<file path="config.mk">
export PLATFORM = sky130hd
export DESIGN_NAME = fifo_relay_station
export DESIGN_NICKNAME = d
export VERILOG_FILES = /design/src/rtl/fifo_relay_station_pkg.sv /design/src/rtl/fifo_relay_station_buffer.sv /design/src/rtl/fifo_relay_station.sv
export SDC_FILE = /design/constraint.sdc
export NUM_CORES = 1
export LEC_CHECK = 0
export CORE_MARGIN = 2
export CORE_UTILIZATION = 49
export CTS_BUF_LIST = sky130_fd_sc_hd__clkbuf_4
export CTS_CLUSTER_SIZE = 14
export DETAILED_ROUTE_END_ITERATION = 8
export PLACE_DENSITY = 0.78
export SYNTH_ARGS = -nofsm -noshare
export SYNTH_HDL_FRONTEND = slang
export SYNTH_SLANG_ARGS = --single-unit
</file>
<file path="constraint.sdc">
create_clock -name clk -period 5.3 [get_ports clk]
set_input_delay 1.59 -clock clk [delete_from_list [all_inputs] [get_ports clk]]
set_output_delay 1.59 -clock clk [all_outputs]
set_load 0.01 [all_outputs]
</file>
<file path="src/rtl/fifo_relay_station_pkg.sv">
// Shared helpers for the pipelined FIFO relay station: the credit threshold
// and the legality rule for the LEVEL/DEPTH pairing.
package fifo_relay_station_pkg;

   // Occupancy below which the producer is granted more credit. The buffer
   // keeps 2*LEVEL spare slots: up to LEVEL words can already be in the
   // forward chain, and up to LEVEL more can be fired before a stale
   // full flag is corrected by the backward chain.
   function automatic int relay_thresh(input int depth, input int level);
      return depth - 2 * level;
   endfunction

   // A relay needs at least one stage each way. It also needs room for the
   // full round trip plus two words, so the threshold stays at two or more.
   function automatic bit relay_params_ok(input int depth, input int level);
      return (level >= 1) && (depth >= 2 * level + 2);
   endfunction

endpackage

</file>
<file path="src/rtl/fifo_relay_station_buffer.sv">
// Circular first-word-fall-through buffer at the consumer end of the relay.
// It tracks occupancy and exports a raw credit flag. The top level pipelines
// that flag back to the producer.
module relay_buffer #(
   parameter int DATA_WIDTH = 32,
   parameter int DEPTH      = 8,
   parameter int THRESH     = 4
) (
   input  logic                  clk,
   input  logic                  reset,
   input  logic                  push,
   input  logic [DATA_WIDTH-1:0] push_data,
   input  logic                  pop_req,
   output logic                  empty_n,
   output logic [DATA_WIDTH-1:0] dout,
   output logic                  raw_full_n
);

   localparam int PTR_W = (DEPTH > 1) ? $clog2(DEPTH) : 1;
   localparam int OCC_W = $clog2(DEPTH + 1);
   localparam logic [PTR_W-1:0] LAST_PTR   = PTR_W'(DEPTH - 1);
   localparam logic [OCC_W-1:0] OCC_FULL   = OCC_W'(DEPTH);
   localparam logic [OCC_W-1:0] THRESH_OCC = OCC_W'(THRESH);

   logic [DATA_WIDTH-1:0] mem [DEPTH];
   logic [PTR_W-1:0]      wr_ptr;
   logic [PTR_W-1:0]      rd_ptr;
   logic [OCC_W-1:0]      occ;
   logic                  pop;

   // A pop only counts when there is a word to hand out. Reads while empty are ignored.
   assign pop = pop_req & (occ != '0);

   // Storage is left unreset. Only the pointers and occupancy define which entries are live.
   always_ff @(posedge clk) begin
      if (push) begin
         mem[wr_ptr] <= push_data;
      end
   end

   // Pointer and occupancy bookkeeping. The pointers wrap explicitly because DEPTH need not be a power of two.
   always_ff @(posedge clk) begin
      if (reset) begin
         wr_ptr <= '0;
         rd_ptr <= '0;
         occ    <= '0;
      end else begin
         assert (!(push && (occ == OCC_FULL)));
         if (push) begin
            wr_ptr <= (wr_ptr == LAST_PTR) ? '0 : wr_ptr + 1'b1;
         end
         if (pop) begin
            rd_ptr <= (rd_ptr == LAST_PTR) ? '0 : rd_ptr + 1'b1;
         end
         if (push && !pop) begin
            occ <= occ + 1'b1;
         end else if (pop && !push) begin
            occ <= occ - 1'b1;
         end
      end
   end

   assign empty_n    = (occ != '0);
   assign dout       = mem[rd_ptr];
   assign raw_full_n = (occ < THRESH_OCC);

endmodule

</file>
<file path="src/rtl/fifo_relay_station.sv">
// Pipelined relay for long inter-PE stream links. Write valid/data travel
// forward through LEVEL register stages. The buffer's credit flag travels
// back through LEVEL stages. The relay_buffer at the far end absorbs the
// round-trip latency, so the producer never overruns it.
module fifo_relay_station
   import fifo_relay_station_pkg::*;
#(
   parameter int DATA_WIDTH = 32,
   parameter int LEVEL      = 2,
   parameter int DEPTH      = 8
) (
   input  logic                  clk,
   input  logic                  reset,
   output logic                  if_full_n,
   input  logic                  if_write_ce,
   input  logic                  if_write,
   input  logic [DATA_WIDTH-1:0] if_din,
   output logic                  if_empty_n,
   input  logic                  if_read_ce,
   input  logic                  if_read,
   output logic [DATA_WIDTH-1:0] if_dout
);

   localparam int THRESH = relay_thresh(DEPTH, LEVEL);

   if (!relay_params_ok(DEPTH, LEVEL)) begin : g_bad_params
      $error("fifo_relay_station: LEVEL must be >= 1 and DEPTH >= 2*LEVEL+2");
   end

   logic                                write_fire;
   logic                                raw_full_n;
   logic [LEVEL:0]                      fwd_valid_tap;
   logic [LEVEL:0][DATA_WIDTH-1:0]      fwd_data_tap;
   logic [LEVEL:0]                      bwd_full_n_tap;

   // Writes seen while the (delayed) credit flag is low are dropped here, so producer misuse cannot reach the buffer.
   assign write_fire       = if_write & if_write_ce & if_full_n;
   assign fwd_valid_tap[0] = write_fire;
   assign fwd_data_tap[0]  = if_din;
   assign bwd_full_n_tap[0] = raw_full_n;

   for (genvar i = 0; i < LEVEL; i++) begin : g_stage
      logic                  valid_q;
      logic [DATA_WIDTH-1:0] data_q;
      logic                  full_n_q;

      // Forward valid bit. Clearing it on reset drops every word still in flight.
      always_ff @(posedge clk) begin
         if (reset) begin
            valid_q <= 1'b0;
         end else begin
            valid_q <= fwd_valid_tap[i];
         end
      end

      // Forward payload. It needs no reset because the matching valid bit qualifies it.
      always_ff @(posedge clk) begin
         data_q <= fwd_data_tap[i];
      end

      // Backward credit. It resets to "not full" because the buffer is empty after reset.
      always_ff @(posedge clk) begin
         if (reset) begin
            full_n_q <= 1'b1;
         end else begin
            full_n_q <= bwd_full_n_tap[i];
         end
      end

      assign fwd_valid_tap[i+1]  = valid_q;
      assign fwd_data_tap[i+1]   = data_q;
      assign bwd_full_n_tap[i+1] = full_n_q;
   end

   assign if_full_n = bwd_full_n_tap[LEVEL];

   relay_buffer #(
      .DATA_WIDTH (DATA_WIDTH),
      .DEPTH      (DEPTH),
      .THRESH     (THRESH)
   ) u_buffer (
      .clk        (clk),
      .reset      (reset),
      .push       (fwd_valid_tap[LEVEL]),
      .push_data  (fwd_data_tap[LEVEL]),
      .pop_req    (if_read & if_read_ce),
      .empty_n    (if_empty_n),
      .dout       (if_dout),
      .raw_full_n (raw_full_n)
   );

endmodule

</file>
==> flow_summary.yaml, run 1 <==
status:
  status: "finished, final reports clean"
global_route:
  grt_usage_pct: 16.52
  grt_pass1_vias: 5920
  grt_max_degree: 38
  antenna_found_initial: 1
  grt_overflow_total: 0
  grt_pass1_wl_mm: 31.75
synthesis:
  yosysSeqAreaShare_pct: 78.26
  synthMuxAreaShare_pct: 17.39
  synth_flop_cell: "edfxtp_1"
  yosys_warnings: 0
  syn_nets: 561
  ys_ff_latch: 337
  netlist.area_leader.share_pct: 64.63
  synth_edf_count: 256
  synth_cell_types: 35
  synthSimpleGateAreaFrac_pct: 1.609
  synthXorXnorAreaFrac_pct: 0.1473
  synth_area_leaders: "edfxtp_1, dfxtp_1, mux4_1"
  synthCells: 515
  async_flop_share_pct: 0
  yosys.area.top_type: "edfxtp_1"
  synthAdderAreaFrac_pct: 0.9046
  synth_compound_area_share_pct: 0.4313
  yosys-top-cells-count: "edfxtp_1, dfxtp_1, mux4_1, mux4_2, mux2_4"
  yosysMostFrequentCell: "edfxtp_1"
  synth_top_family_by_area: "multiplexers"
  synth_area_per_cell_um2: 23.10
  netlist_area_um2: 11900
critical_path:
  crit_path_top_delay_cell: "dfxtp_4"
  endpoint_kind: "output port"
  cp_num_buf_inv: 2
  crit_path_max_fanout: 37
  cp.required_ns: 3.71
  worstPathArrival_ns: 3.25
  max_stage_delay_ns: 0.80
  critPathKind: "register to output port"
  cp-start-kind: "register"
  path_cells: "buf_4, mux4_1, mux2_4, clkdlybuf4s50_1"
  path_delay_family: "multiplexers"
job:
  drv_cap: 0
floorplan:
  start_util_pct: 49.35
  io_pins: 72
  die_height_um: 159.8
  core_um2: 24110
  die_area_um2: 25540
  num_rows: 57
  fp.dieW_um: 159.8
final_layout:
  nets: 710
  drive_above_1_share_pct: 30.70
  fillers: 1810
  final_util_pct: 58.73
  syn_to_final_growth_pct: 19.02
  final_cells: 1058
placement:
  dp.cells: 904
  gp_congestion: 0.6740
  pre_cts_slack_ns: 1.114
  io_buffers: 71
  hpwlAfterDp_mm: 11.01
sta:
  fin_ws_ns: 0.4587
  setup_viol: 0
  tns_ns: 0
  finalCritPeriodShare_pct: 91.35
  timing.final.hold_violations: 0
  slew_viol_final: 0
  tightestPinTransition_ns: 1.039
  max_freq_mhz: 206.6
  worst_clock_skew_ns: 0.04380
  max-slew-margin-rel_pct: 30.73
  rsz0062_at_grt: "no"
  post-route-min-period_ns: 4.841
power_and_ir_drop:
  p_per_area_nw_per_um2: 384.9
  max-vdd-ir-drop_mv: 0.1995
  p_leak_nw: 4.810
  finalPower_mw: 5.449
detailed_routing:
  wirelength_mm: 20.52
  avgViaCountPerCell: 5.089
  route.detailed.drc: 0
  drtIter0Drc: 344
  wl_met3_mm: 1.266
  highest_layer: "met4"
  drtAntennaViolNets: 0
  drt_pre_antenna_iters: 4
  post_drt_wl_per_cell_um: 19.39
  met2_length_mm: 10.72
  vias: 5384
  wl_met1_mm: 8.204
clocking:
  clk_latency_ns: 0.68
  cts.sinks: 337
  post_cts_buffers: 0
  cts_tree: "done"
  cts_htree_levels: 3
  cts_resized: 0
  cts_hold_buffers: 0
  cts_buffer_depth: 3
  clockRootBuffer: "clkbuf_4"
  cts_made_buffers: 82
  clk_pin_slew_ns: 0.06
min_path:
  hold_class: "register to register"
-- state kept, by name (all words and copies together), names as in the netlist, named ones only --
name,cells
g_stage.full_n_q,1
u_buffer.occ,4
u_buffer.mem,256
u_buffer.wr_ptr,3
g_stage.valid_q,2
u_buffer.rd_ptr,3
g_stage.data_q,64
if_full_n,1
-- worst paths after layout --
path                              from                   end  slack, ns  depth (start not counted)
setup / recovery              register           if_dout[23]       0.46                          4
hold / removal    g_stage[0].data_q[8]  g_stage[1].data_q[8]       0.30                          0
setup reg to reg       u_buffer.occ[0]       u_buffer.occ[3]       2.50                         10
hold reg to reg   g_stage[0].data_q[8]  g_stage[1].data_q[8]       0.30                          0
-- metal layers --
layer | vias to the layer above | global-route usage [%]
met1 | 2701 | 20.07
met2 | 173 | 28.16
met4 | 0 | 7.084
met5 | - | 0
met3 | 29 | 4.390
li1 | 2481 | -
-- area by class of cell --
cell class                 count  area (µm²)  share of cell area [%]
timing repair buffer          85       815.8                   5.762
clock buffer                 130       975.9                   6.894
tap                          324       405.4                   2.863
antenna                        1       2.502                 0.01768
sequential                   337        9315                   65.80
multi-input combinational    156        2491                   17.60
clock inverter                23       143.9                   1.016
inverter                       2       7.507                 0.05303
-- power breakdown --
group / internal, mW / switching [mW] / total (mW)
logic: 0.231 / 0.116 / 0.348
registers: 2.88 / 0.0652 / 2.95
clock network: 1.21 / 0.943 / 2.16
-- cells by family (layout without fill, tap and decap cells) --
group / after synthesis / count (layout)
flip-flops: 337 / 337
multiplexers: 100 / 100
AND/OR/NAND/NOR: 37 / 37
buffers and inverters: 22 / 240
AO/OA/AOI/OAI: 9 / 9
adder cells (fa/ha/maj): 8 / 8
XOR/XNOR: 2 / 2
other: 0 / 1
-- cells in the final DEF (no fill, tap or decap), drive strengths merged, types with 2 or more instances in the layout --
master	n
nand2	6
clkdlybuf4s50	71
ha	7
nor2	15
edfxtp	256
nor3	2
mux2	33
mux4	64
bufinv	2
dfxtp	81
buf	14
nor2b	2
clkinv	19
nand3b	2
clkbuf	130
inv	3
mux2i	3
nand2b	4
a21oi	6
-- per-stage QoR --
| step | instance area (µm²) | hold WS [ns] |
|---|---|---|
| global route | 14160 | 0.2922 |
| detailed placement | 13040 | 0.3121 |
| floorplan | 11900 | 0.3096 |
| global placement | 13040 | 0.3115 |
| finish | 14160 | 0.2961 |
| CTS | 14150 | 0.2861 |
-- worst register-to-register path, cell delays in order, from the launching register on --
cell      delay (ns)
dfxtp_1         0.36
or4_4           0.56
and3_4          0.21
inv_2           0.08
ha_1            0.17
inv_1           0.10
ha_1            0.35
a21oi_1         0.21
a211oi_1        0.11
a31oi_1         0.19
mux2_2          0.35
(Power assumes the default switching activity.)
==> run 2, diff against run 1 <==
--- a/config.mk
+++ b/config.mk
@@ -13,4 +13,5 @@
 export PLACE_DENSITY = 0.78
 export SYNTH_ARGS = -nofsm -noshare
 export SYNTH_HDL_FRONTEND = slang
+export SYNTH_HIERARCHICAL = 1
 export SYNTH_SLANG_ARGS = --single-unit
==> run 2 against run 1 <==
Compared with the run above:
- cell count decreased by 0.66%
- clock skew decreased by 0.0043 ns
- sequential power about the same
- core utilization increased by 0.55 points
- hold slack improved by 0.026 ns
- via count decreased by 0.22%
==> flow_summary.yaml, run 2 <==
status:
  status: "finished, final reports clean"
critical_path:
  cp_num_buf_inv: 2
  max_stage_delay_ns: 0.76
  cp.required_ns: 3.71
  path_cells: "buf_12, mux4_1, mux2_2, clkdlybuf4s50_1"
  cp-start-kind: "register"
  crit_path_max_fanout: 35
  path_delay_family: "multiplexers"
  critPathKind: "register to output port"
  worstPathArrival_ns: 3.14
  crit_path_top_delay_cell: "dfxtp_4"
  endpoint_kind: "output port"
clocking:
  clockRootBuffer: "clkbuf_4"
  clk_latency_ns: 0.68
  post_cts_buffers: 0
  cts_htree_levels: 3
  cts_buffer_depth: 3
  cts.sinks: 337
  clk_pin_slew_ns: 0.06
  cts_resized: 0
  cts_made_buffers: 81
  cts_hold_buffers: 0
  cts_tree: "done"
final_layout:
  reg_top3: "u_buffer/mem: 256 flops, g_stage.data_q: 64 flops, u_buffer/occ: 4 flops"
  multi_input_area_um2: 2411
  syn_to_final_growth_pct: 18.20
  regMostFlops: "u_buffer/mem"
  final_cell_mix: "edfxtp_1, clkbuf_4, dfxtp_1"
  largest_reg_flops: 256
  fillers: 1721
  layout_commonest_cell: "edfxtp_1"
  seqCellArea_um2: 9315
  final_util_pct: 59.28
  drive_above_1_share_pct: 28.18
  nets: 709
global_route:
  grt_overflow_total: 0
  grt_pass1_wl_mm: 31.73
  grt_pass1_vias: 6008
  antenna_found_initial: 1
  grt_max_degree: 36
  grt_usage_pct: 16.48
floorplan:
  die_area_um2: 25350
  num_rows: 56
  io_pins: 72
  start_util_pct: 50.15
  core_um2: 23540
  fp.dieW_um: 159.2
  die_height_um: 159.2
sta:
  tightestPinTransition_ns: 1.046
  post-route-min-period_ns: 4.729
  timing.final.hold_violations: 0
  finalCritPeriodShare_pct: 89.23
  max-slew-margin-rel_pct: 30.27
  slew_viol_final: 0
  rsz0062_at_grt: "no"
  setup_viol: 0
  tns_ns: 0
  max_freq_mhz: 211.5
  worst_clock_skew_ns: 0.03946
synthesis:
  synthCells: 518
  synth_flop_cell: "edfxtp_1"
  synth_area_per_cell_um2: 22.79
  yosys_warnings: 6
  synth_top_family_by_area: "multiplexers"
  synth_compound_area_share_pct: 0.4133
  synthMuxAreaShare_pct: 16.80
  syn_nets: 564
  yosysSeqAreaShare_pct: 78.84
  synthXorXnorAreaFrac_pct: 0.1484
  async_flop_share_pct: 0
  synthSimpleGateAreaFrac_pct: 1.685
  synth_cell_types: 31
  yosys-top-cells-count: "edfxtp_1, dfxtp_1, mux4_1, mux2_2, mux4_2"
  yosys.area.top_type: "edfxtp_1"
  synthAdderAreaFrac_pct: 0.9113
  netlist_area_um2: 11810
  yosysMostFrequentCell: "edfxtp_1"
  synth_edf_count: 256
  ys_ff_latch: 337
  netlist.area_leader.share_pct: 65.11
  synth_area_leaders: "edfxtp_1, dfxtp_1, mux4_1"
power_and_ir_drop:
  max-vdd-ir-drop_mv: 0.1755
  pwr-share-seq_pct: 56.1
  p_comb_share_pct: 6.3
  p_clk_share_pct: 37.6
  p_int_mw: 4.116
  p_leak_nw: 4.680
  swShare_pct: 21.51
  power_switching_mw: 1.128
  p_per_area_nw_per_um2: 375.7
detailed_routing:
  drtIter0Drc: 302
  route.detailed.drc: 0
  vias: 5372
  wirelength_mm: 20.06
  drt_pre_antenna_iters: 4
  drtAntennaViolNets: 0
  post_drt_wl_per_cell_um: 19.08
  avgViaCountPerCell: 5.111
job:
  drv_cap: 0
placement:
  gp_congestion: 0.6741
  io_buffers: 71
  hpwlAfterDp_mm: 11.12
min_path:
  hold_class: "register to register"
## run 2: routing by layer
metal  up-vias  wire length, µm  GRT usage, %
li1       2494                -             -
met1      2693             7962         19.42
met2       160            10370         28.38
met3        25             1450         5.392
met4         0              274         6.116
met5         -                0             0
## run 2: final timing paths
check / startpoint / end / slack (ns) / depth (start not counted)
max: register / if_dout[28] / 0.57 / 4
min: g_stage[0].data_q[18] / g_stage[1].data_q[18] / 0.32 / 0
max reg2reg: u_buffer/occ[0] / u_buffer/occ[3] / 2.61 / 9
min reg2reg: g_stage[0].data_q[18] / g_stage[1].data_q[18] / 0.32 / 0
## run 2: layout make-up
class                   count  area share, %
repair buffers             82          5.773
clock inverters            35          1.040
multi-input cells         159          17.27
clock buffers             116          6.239
inverters                   2        0.05379
diodes                      1        0.01793
well taps                 319          2.860
flip-flops and latches    337          66.74
## run 2: logic make-up (layout without fill, tap and decap cells)
logic type | Yosys count | in the layout
compound gates | 9 | 9
xor+xnor | 2 | 2
fa+ha+maj | 8 | 8
buf+inv | 22 | 235
flops | 337 | 337
mux | 99 | 99
other cells | 0 | 1
simple gates | 41 | 41
## run 2: metrics by stage
step / setup WS (ns) / power (mW) / cells / hold WS [ns] / instance area [µm²]
after floorplan: 2.025 / 3.204 / 518 / 0.3096 / 11810
after global placement: 1.241 / 3.323 / 899 / 0.3104 / 12940
after detailed placement: 1.196 / 3.338 / 899 / 0.3121 / 12940
after CTS: 0.4853 / 5.328 / 1050 / 0.3225 / 13950
after global routing: 0.3689 / 5.503 / 1051 / 0.3254 / 13960
final: 0.5710 / 5.244 / 1051 / 0.3220 / 13960
## run 2: power by group through the flow
stage / clock network [mW] / logic [mW] / registers (mW)
final: 1.97 / 0.332 / 2.94
after global routing: 2.19 / 0.358 / 2.95
after CTS: 2.05 / 0.338 / 2.94
after detailed placement: 0 / 0.337 / 3.00
after global placement: 0 / 0.329 / 2.99
after floorplan: 0 / 0.240 / 2.96
## run 2: worst register-to-register path, stage by stage (launching register included)
cell and delay, ns:
dfxtp_1 0.36, or4_1 0.59, nand2_1 0.20, ha_1 0.20, inv_1 0.10, ha_1 0.34
a21oi_1 0.19, a211oi_1 0.09, a31oi_1 0.18, mux2_2 0.35
==> run 3, diff against run 2 <==
--- a/config.mk
+++ b/config.mk
@@ -5,7 +5,6 @@
 export SDC_FILE = /design/constraint.sdc
 export NUM_CORES = 1
 export LEC_CHECK = 0
-export CORE_MARGIN = 2
 export CORE_UTILIZATION = 49
 export CTS_BUF_LIST = sky130_fd_sc_hd__clkbuf_4
 export CTS_CLUSTER_SIZE = 14
==> run 3 against run 2 <==
Compared with the run above:
- total power grew 5.9%
- routed wire length is 3.9% higher
- global-route usage is 1.6 points higher
- final area is 1.3% higher
- critical path type unchanged
- critical endpoint is now if_dout[20]
==> flow_summary.yaml, run 3 (synthesis results as in run 2) <==
power_and_ir_drop:
  p_per_area_nw_per_um2: 392.8
  p_leak_nw: 4.805
  p_comb_share_pct: 6.1
  pwr-share-seq_pct: 52.9
  max-vdd-ir-drop_mv: 0.1637
  p_int_mw: 4.420
  swShare_pct: 20.43
  p_clk_share_pct: 41.0
  power_switching_mw: 1.135
critical_path:
  crit_path_max_fanout: 40
  crit_path_top_delay_cell: "dfxtp_4"
  cp.required_ns: 3.71
  worstPathArrival_ns: 3.09
  cp-start-kind: "register"
  max_stage_delay_ns: 0.63
  endpoint_kind: "output port"
  critPathKind: "register to output port"
  path_delay_family: "multiplexers"
  cp_num_buf_inv: 2
  path_cells: "buf_12, mux4_1, mux2_2, clkdlybuf4s50_1"
final_layout:
  largest_reg_flops: 256
  nets: 713
  regMostFlops: "u_buffer/mem"
  fin_area_um2: 14140
  layout_commonest_cell: "edfxtp_1"
  drive_above_1_share_pct: 31.53
  reg_top3: "u_buffer/mem: 256 flops, g_stage.data_q: 64 flops, u_buffer/occ: 4 flops"
  syn_to_final_growth_pct: 19.77
  final_cell_mix: "edfxtp_1, clkbuf_4, dfxtp_1"
clocking:
  cts_hold_buffers: 0
  clk_pin_slew_ns: 0.06
  cts_made_buffers: 84
  post_cts_buffers: 0
  cts_htree_levels: 3
  cts_resized: 0
  clk_latency_ns: 0.66
  clockRootBuffer: "clkbuf_4"
  cts_tree: "done"
  cts.sinks: 337
  cts_buffer_depth: 3
sta:
  hold_slack_ns: 0.3218
  setup_viol: 0
  post-route-min-period_ns: 4.676
  rsz0062_at_grt: "no"
  worst_clock_skew_ns: 0.02911
  slew_viol_final: 0
  timing.final.hold_violations: 0
  max-slew-margin-rel_pct: 30.80
  tns_ns: 0
  finalCritPeriodShare_pct: 88.23
  max_freq_mhz: 213.9
  tightestPinTransition_ns: 1.038
floorplan:
  die_area_um2: 24720
  die_height_um: 157.2
  start_util_pct: 50.15
  num_rows: 56
  core_um2: 23540
  io_pins: 72
  fp.dieW_um: 157.2
detailed_routing:
  route.detailed.drc: 0
  avgViaCountPerCell: 5.198
  wirelength_mm: 20.84
  drtAntennaViolNets: 0
  vias: 5505
  post_drt_wl_per_cell_um: 19.68
  drtIter0Drc: 347
  drt_pre_antenna_iters: 6
global_route:
  grt_usage_pct: 18.08
  grt_pass1_vias: 5996
  antenna_found_initial: 1
  grt_overflow_total: 0
  grt_max_degree: 41
  grt_pass1_wl_mm: 32.26
status:
  status: "finished, final reports clean"
placement:
  dpl_cell_area_um2: 12950
  hpwlAfterDp_mm: 11.55
  io_buffers: 71
  gp_congestion: 0.7035
min_path:
  hold_class: "register to register"
job:
  drv_cap: 0
[run 3: metal layers]
| layer | track usage (%) | share of wire (%) | vias up |
|---|---|---|---|
| li1 | - | - | 2503 |
| met1 | 22.33 | 42 | 2809 |
| met2 | 30.43 | 51 | 166 |
| met3 | 4.378 | 5.3 | 27 |
| met4 | 7.906 | 1.6 | 0 |
| met5 | 0 | 0 | - |
[run 3: final timing paths]
kind,startpoint,endpoint,slack (ns),cells past startpoint
worst max-delay path,register,if_dout[20],0.62,4
worst min-delay path,g_stage[0].data_q[16],g_stage[1].data_q[16],0.32,0
worst max register to register,u_buffer/occ[0],u_buffer/occ[3],2.59,9
worst min register to register,g_stage[0].data_q[16],g_stage[1].data_q[16],0.32,0
[run 3: final cells by class]
type                       instances  area [µm²]
clock inverter                    13       105.1
multi-input combinational        159        2411
sequential                       337        9315
clock buffer                     145        1089
antenna                            1       2.502
fill                            1694        9400
timing repair buffer              83       813.3
tap                              319       399.1
inverter                           2       7.507
[run 3: through the flow]
stage          power [mW]  util (%)  cells  setup WS (ns)
6_report            5.555     60.07   1059         0.6241
5_1_grt             5.807     60.07   1059         0.5028
4_1_cts             5.633     60.06   1058         0.5341
3_5_place_dp        3.341     54.99    900          1.259
3_3_place_gp        3.325     54.99    900          1.329
2_1_floorplan       3.204         -    518          2.025
[run 3: power groups by stage]
stage | combinational [mW] | clock (mW) | sequential, mW
floorplan | 0.240 | 0 | 2.96
global placement | 0.336 | 0 | 2.99
detailed placement | 0.344 | 0 | 3.00
CTS | 0.346 | 2.35 | 2.94
global route | 0.366 | 2.50 | 2.95
finish | 0.341 | 2.28 | 2.94
